### src/rtl/uart_full_duplex.sv
// uart_full_duplex: independent 8N1 UART transmitter and receiver; define UART_LOOPBACK_EN to feed the receiver from tx_serial.
module uart_full_duplex #(
  parameter int CLKS_PER_BIT = 16
) (
  input  logic       clk,
  input  logic       reset,
  input  logic       rx_serial,
  output logic       tx_serial,
  input  logic       tx_start,
  input  logic [7:0] tx_data,
  output logic       tx_active,
  output logic       tx_done,
  output logic       rx_dv,
  output logic [7:0] rx_data
);
  localparam logic [15:0] LAST = 16'(CLKS_PER_BIT - 1);
  localparam logic [15:0] HALF = 16'(CLKS_PER_BIT / 2 - 1);

  typedef enum logic [2:0] {TX_IDLE, TX_START, TX_DATA, TX_STOP, TX_DONE} tx_state_t;
  typedef enum logic [2:0] {RX_IDLE, RX_START, RX_DATA, RX_STOP, RX_CLEANUP} rx_state_t;

  tx_state_t   tx_state, tx_state_n;
  logic [15:0] tx_cnt, tx_cnt_n;
  logic [2:0]  tx_idx, tx_idx_n;
  logic [7:0]  tx_shift, tx_shift_n;
  logic        tx_serial_n, tx_active_n, tx_done_n;
  logic        tx_last;

  assign tx_last = tx_cnt == LAST;

  always_ff @(posedge clk or posedge reset)
    if (reset) begin
      tx_state  <= TX_IDLE;
      tx_cnt    <= '0;
      tx_idx    <= '0;
      tx_shift  <= '0;
      tx_serial <= 1'b1;
      tx_active <= 1'b0;
      tx_done   <= 1'b0;
    end else begin
      tx_state  <= tx_state_n;
      tx_cnt    <= tx_cnt_n;
      tx_idx    <= tx_idx_n;
      tx_shift  <= tx_shift_n;
      tx_serial <= tx_serial_n;
      tx_active <= tx_active_n;
      tx_done   <= tx_done_n;
    end

  always_comb begin
    tx_state_n  = tx_state;
    tx_idx_n    = tx_idx;
    tx_shift_n  = tx_shift;
    tx_serial_n = tx_serial;
    tx_active_n = tx_active;
    tx_done_n   = 1'b0;
    tx_cnt_n    = (tx_last || tx_state == TX_IDLE || tx_state == TX_DONE) ? '0 : tx_cnt + 16'd1;
    case (tx_state)
      TX_IDLE:
        if (tx_start) begin
          tx_state_n  = TX_START;
          tx_shift_n  = tx_data;
          tx_serial_n = 1'b0;
          tx_active_n = 1'b1;
          tx_idx_n    = '0;
        end
      TX_START:
        if (tx_last) begin
          tx_state_n  = TX_DATA;
          tx_serial_n = tx_shift[0];
        end
      TX_DATA:
        if (tx_last) begin
          tx_shift_n  = {1'b0, tx_shift[7:1]};
          tx_idx_n    = tx_idx + 3'd1;
          tx_serial_n = (tx_idx == 3'd7) ? 1'b1 : tx_shift[1];
          tx_state_n  = (tx_idx == 3'd7) ? TX_STOP : TX_DATA;
        end
      TX_STOP:
        if (tx_last) begin
          tx_state_n  = TX_DONE;
          tx_active_n = 1'b0;
          tx_done_n   = 1'b1;
        end
      TX_DONE: tx_state_n = TX_IDLE;
      default: tx_state_n = TX_IDLE;
    endcase
  end

  logic rx_in;
`ifdef UART_LOOPBACK_EN
  logic unused_rx_serial;
  assign unused_rx_serial = rx_serial;
  assign rx_in = tx_serial;
`else
  assign rx_in = rx_serial;
`endif

  logic [1:0] rx_sync;
  logic       rx_s;

  always_ff @(posedge clk or posedge reset)
    if (reset) rx_sync <= 2'b11;
    else rx_sync <= {rx_sync[0], rx_in};

  assign rx_s = rx_sync[1];

  rx_state_t   rx_state, rx_state_n;
  logic [15:0] rx_cnt, rx_cnt_n;
  logic [2:0]  rx_idx, rx_idx_n;
  logic [7:0]  rx_shift, rx_shift_n;
  logic [7:0]  rx_data_n;
  logic        rx_dv_n, rx_armed, rx_armed_n;
  logic        rx_last, rx_half;

  assign rx_last = rx_cnt == LAST;
  assign rx_half = rx_cnt == HALF;

  always_ff @(posedge clk or posedge reset)
    if (reset) begin
      rx_state <= RX_IDLE;
      rx_cnt   <= '0;
      rx_idx   <= '0;
      rx_shift <= '0;
      rx_armed <= 1'b0;
      rx_dv    <= 1'b0;
      rx_data  <= 8'h00;
    end else begin
      rx_state <= rx_state_n;
      rx_cnt   <= rx_cnt_n;
      rx_idx   <= rx_idx_n;
      rx_shift <= rx_shift_n;
      rx_armed <= rx_armed_n;
      rx_dv    <= rx_dv_n;
      rx_data  <= rx_data_n;
    end

  // START counts to mid-bit; every later state counts whole bit periods from that point.
  always_comb begin
    rx_state_n = rx_state;
    rx_idx_n   = rx_idx;
    rx_shift_n = rx_shift;
    rx_armed_n = rx_armed;
    rx_data_n  = rx_data;
    rx_dv_n    = 1'b0;
    rx_cnt_n   = ((rx_state == RX_START ? rx_half : rx_last) || rx_state == RX_IDLE || rx_state == RX_CLEANUP)
                 ? '0 : rx_cnt + 16'd1;
    case (rx_state)
      RX_IDLE: begin
        rx_armed_n = rx_armed | rx_s;
        if (rx_armed && !rx_s) rx_state_n = RX_START;
      end
      RX_START:
        if (rx_half) begin
          rx_state_n = rx_s ? RX_IDLE : RX_DATA;
          rx_idx_n   = '0;
        end
      RX_DATA:
        if (rx_last) begin
          rx_shift_n = {rx_s, rx_shift[7:1]};
          rx_idx_n   = rx_idx + 3'd1;
          rx_state_n = (rx_idx == 3'd7) ? RX_STOP : RX_DATA;
        end
      RX_STOP:
        if (rx_last) begin
          rx_state_n = RX_CLEANUP;
          rx_armed_n = 1'b0;
          rx_data_n  = rx_s ? rx_shift : rx_data;
          rx_dv_n    = rx_s;
        end
      RX_CLEANUP: rx_state_n = RX_IDLE;
      default:    rx_state_n = RX_IDLE;
    endcase
  end
endmodule

### config.mk
export PLATFORM = sky130hd
export DESIGN_NAME = uart_full_duplex
export DESIGN_NICKNAME = d
export VERILOG_FILES = /design/src/rtl/uart_full_duplex.sv
export SDC_FILE = /design/constraint.sdc
export NUM_CORES = 1
export LEC_CHECK = 0
export CAP_MARGIN = 0
export CORE_ASPECT_RATIO = 2
export CORE_MARGIN = 2
export CORE_UTILIZATION = 45
export CTS_BUF_LIST = sky130_fd_sc_hd__clkbuf_4
export CTS_CLUSTER_DIAMETER = 120
export CTS_CLUSTER_SIZE = 25
export DETAILED_ROUTE_END_ITERATION = 10
export DONT_BUFFER_PORTS = 1
export PLACE_DENSITY_LB_ADDON = 0.05
export SLEW_MARGIN = 20
export SYNTH_ARGS = -nofsm -noshare
export SYNTH_HDL_FRONTEND = slang
export SYNTH_SLANG_ARGS = --single-unit
### constraint.sdc
create_clock -name clk -period 3.33 [get_ports clk]
set_clock_uncertainty 0.1 [all_clocks]
set_input_delay 0.333 -clock clk [delete_from_list [all_inputs] [get_ports clk]]
set_output_delay 0.333 -clock clk [all_outputs]
set_load 0.1 [all_outputs]
==> run summary <==
Residual DRC -> 0
total CTS buffers -> 9
CTS Root Cell -> clkbuf_4
Routed WL -> 7.19 mm
Critical Path RT -> 3.57 ns
sequential share of the synthesized area -> 51.4%
Antenna Nets Post-Route -> 0
grt ovf -> 0
total power per unit cell area -> 646 mW/mm^2
Post-synth EDFFs -> 0
Slew @ Worst Pin -> 0.948 ns
Yosys cell types -> 50
starting density of the core -> 46.1%
RSZ-0062 raised after global routing -> no
CTS tree -> built
Post-synth ARST share -> 100%
Top FF cell, synth -> dfrtp_1
RR Endpoint -> rx_data[0]
CTS Buffer Depth -> 2
Max-slew headroom -> 36.8%
H-tree depth -> 3
largest cells by area after synthesis -> dfrtp_1, mux2_2, nor2_1
minimum clock period -> 2.29 ns
Mapped Cells -> 336
highest clock rate -> 0.437 GHz
Die Width -> 67.8 um
Cell Area, Placed -> 0.00373 sq mm
share of the synthesized area in the top cell type -> 49.2%
post-route cell area -> 0.00388 sq mm
post-synthesis register bit count -> 75
end point of the critical path -> rx_data[0]
VDD IR-drop max -> 0.360 mV
Post-Place Cells -> 421
Final Non-Filler Cells -> 441
Synth Cell Area -> 0.00366 sq mm
crit path launch -> rx_cnt[12]
fraction of layout cells with a size suffix above 1 -> 18.6%
Worst-Skew Late Latency -> 0.44 ns
wire per inst -> 16.3 um
Worst Path Arrival -> 2.53 ns
yosys warns -> 0
mean number of vias per cell -> 5.59
flop-to-flop setup slack -> 1.04 ns
HP Class -> in2reg
CP Capture Type -> register
clock net sink count -> 75
Setup Viol. Count Final -> 0
GRT Total Usage -> 18.0%
fin crit share -> 68.7%
Fin. Hold Viols -> 0
Lkg Pwr -> 1.71 nW
syn_nets -> 354
GP Congestion -> 0.802
first-pass GRT wire length -> 12.1 mm
# IOs -> 24
via count -> 2463
max-cap violations -> 0
Synth-to-Final Area Change -> 6.08%
status -> finished, final reports clean
Starting DRT DRC Count -> 116
setup TNS -> 0 ns
Clock Pin Slew Worst Setup and Hold Paths -> 0.14 ns
Cell Rows -> 46
Max Slew Vio Count -> 0
Final #Nets -> 357
worst r2r path cells -> 4
DP HPWL -> 5.22 mm
die span in y -> 132 um
critical path peak fanout -> 8
die area -> 0.00892 sq mm
reg2reg start -> rx_cnt[12]
core area -> 0.00794 sq mm
input/output buffers -> 0
vias in the first global route -> 2579
Initial DRT Pass Iterations -> 4
initial antenna violation count -> 1
leading area contributor after synthesis -> dfrtp_1
Avg Cell Area, Syn -> 10.9 sq um
Startpoint Class -> register
CP Class -> reg2reg
pin count of the biggest net entering global routing -> 56
[state kept, by name (all words and copies together) (netlist names)]
register / count
tx_done: 1
rx_state: 3
rx_shift: 8
rx_dv: 1
rx_sync: 2
tx_idx: 3
tx_state: 3
tx_serial: 1
rx_data: 8
rx_idx: 3
tx_cnt: 16
rx_armed: 1
tx_active: 1
rx_cnt: 16
tx_shift: 8
[how the worst min path moves through the flow]
stage                       end        from  slack (ns)  cells after the start
global placement     rx_sync[0]   rx_serial        0.24                      0
finish              tx_shift[3]  tx_data[3]        0.07                      2
detailed placement   rx_sync[0]   rx_serial        0.24                      0
CTS                 tx_shift[3]  tx_data[3]        0.03                      2
floorplan            rx_sync[0]   rx_serial        0.24                      0
global route        tx_shift[2]  tx_data[2]        0.04                      2
[cell families (layout without fill, tap and decap cells)]
group	Yosys count	in the layout	synth area share (%)
other	0	1	0
DFF	75	75	51.4
adders and majority gates	6	6	2.05
and+or+nand+nor	130	130	20.2
buffers and inverters	27	35	3.59
muxes	30	30	9.23
xor gates and xnor gates	25	25	5.98
AOI/OAI and AO/OA	43	43	7.62
[routing by layer]
layer	vias up	routed length [um]	global-route usage, %
li1	1219	-	-
met1	1219	2760	18.5
met2	18	4140	33.1
met3	7	169	3.51
met4	0	127	8.33
met5	-	0	0
[area by class of cell]
cell class / instances / area, sq um
Antenna cell: 1 / 2.50
Multi-Input combinational cell: 234 / 1650
Timing Repair Buffer: 7 / 60.1
Sequential cell: 75 / 1880
Fill cell: 765 / 4060
Clock buffer: 9 / 67.6
Inverter: 12 / 46.3
Tap cell: 96 / 120
Clock inverter: 7 / 57.6
[cells in the final DEF, fill, tap and decap left out, types with 2 or more instances in the layout]
master | synthesis | final
a211oi_1 | 4 | 4
nand4_1 | 11 | 11
nand3_1 | 19 | 19
o21ai_0 | 10 | 10
xnor2_1 | 13 | 13
nand2_1 | 16 | 16
nor4b_1 | 3 | 3
inv_6 | 0 | 2
or3_1 | 3 | 3
clkbuf_4 | 0 | 9
buf_4 | 0 | 4
dfstp_2 | 3 | 3
mux2_2 | 30 | 30
nor3_1 | 6 | 6
dlygate4sd3_1 | 0 | 3
nor2_1 | 33 | 33
clkinvlp_4 | 0 | 2
nor4_1 | 10 | 10
nor3b_1 | 3 | 3
ha_1 | 6 | 6
a21oi_1 | 11 | 11
clkinv_2 | 0 | 2
xor2_1 | 12 | 12
and2_1 | 4 | 4
inv_1 | 12 | 11
o31ai_1 | 5 | 5
and4_1 | 4 | 4
or4_1 | 4 | 4
and3_1 | 6 | 6
dfrtp_1 | 72 | 72
[power by group]
group          internal [W]  total, W  switching (W)
Combinational      0.000299  0.000668       0.000369
Clock              0.000163  0.000523       0.000360
Sequential          0.00108   0.00132       0.000239
Total               0.00154   0.00251       0.000968
[critical path, stage by stage (launching register included)]
cell,delay (ns)
dfrtp_1,0.47
or4_4,0.57
nor4_4,0.48
nand4_4,0.24
mux2_2,0.33
[synth_stat cells (all sizes together), types with 2 or more instances]
| master | n |
|---|---|
| ha | 6 |
| buf | 2 |
| nor3b | 3 |
| or3 | 4 |
| dfstp | 3 |
| nor2 | 33 |
| a21oi | 11 |
| nor4 | 11 |
| nand2 | 16 |
| nand4 | 12 |
| inv | 12 |
| or4 | 6 |
| and2 | 4 |
| a211oi | 4 |
| nor4b | 3 |
| nand3 | 20 |
| xor2 | 12 |
| o31ai | 5 |
| and4 | 4 |
| nor3 | 6 |
| clkbuf | 13 |
| o21ai | 12 |
| dfrtp | 72 |
| xnor2 | 13 |
| and3 | 6 |
| mux2 | 30 |
[through the flow]
stage	worst slack, ns	total power (W)	hold WS (ns)	util [%]
final	1.04	0.00251	0.0692	48.9
after global routing	0.821	0.00270	0.0363	48.9
after CTS	0.997	0.00255	0.0307	48.9
after detailed placement	1.01	0.00202	0.238	46.9
after global placement	1.02	0.00200	0.238	46.9
after floorplan	0.992	0.00186	0.237	-
[what timing repair did]
item / CTS / global route
resized for setup: 0 / 0
hold buffers: 3 / 0
endpoints found under the hold margin: 53 / 0
buffers inserted: 0 / 0
No activity file was read; power rests on OpenSTA's default activity.
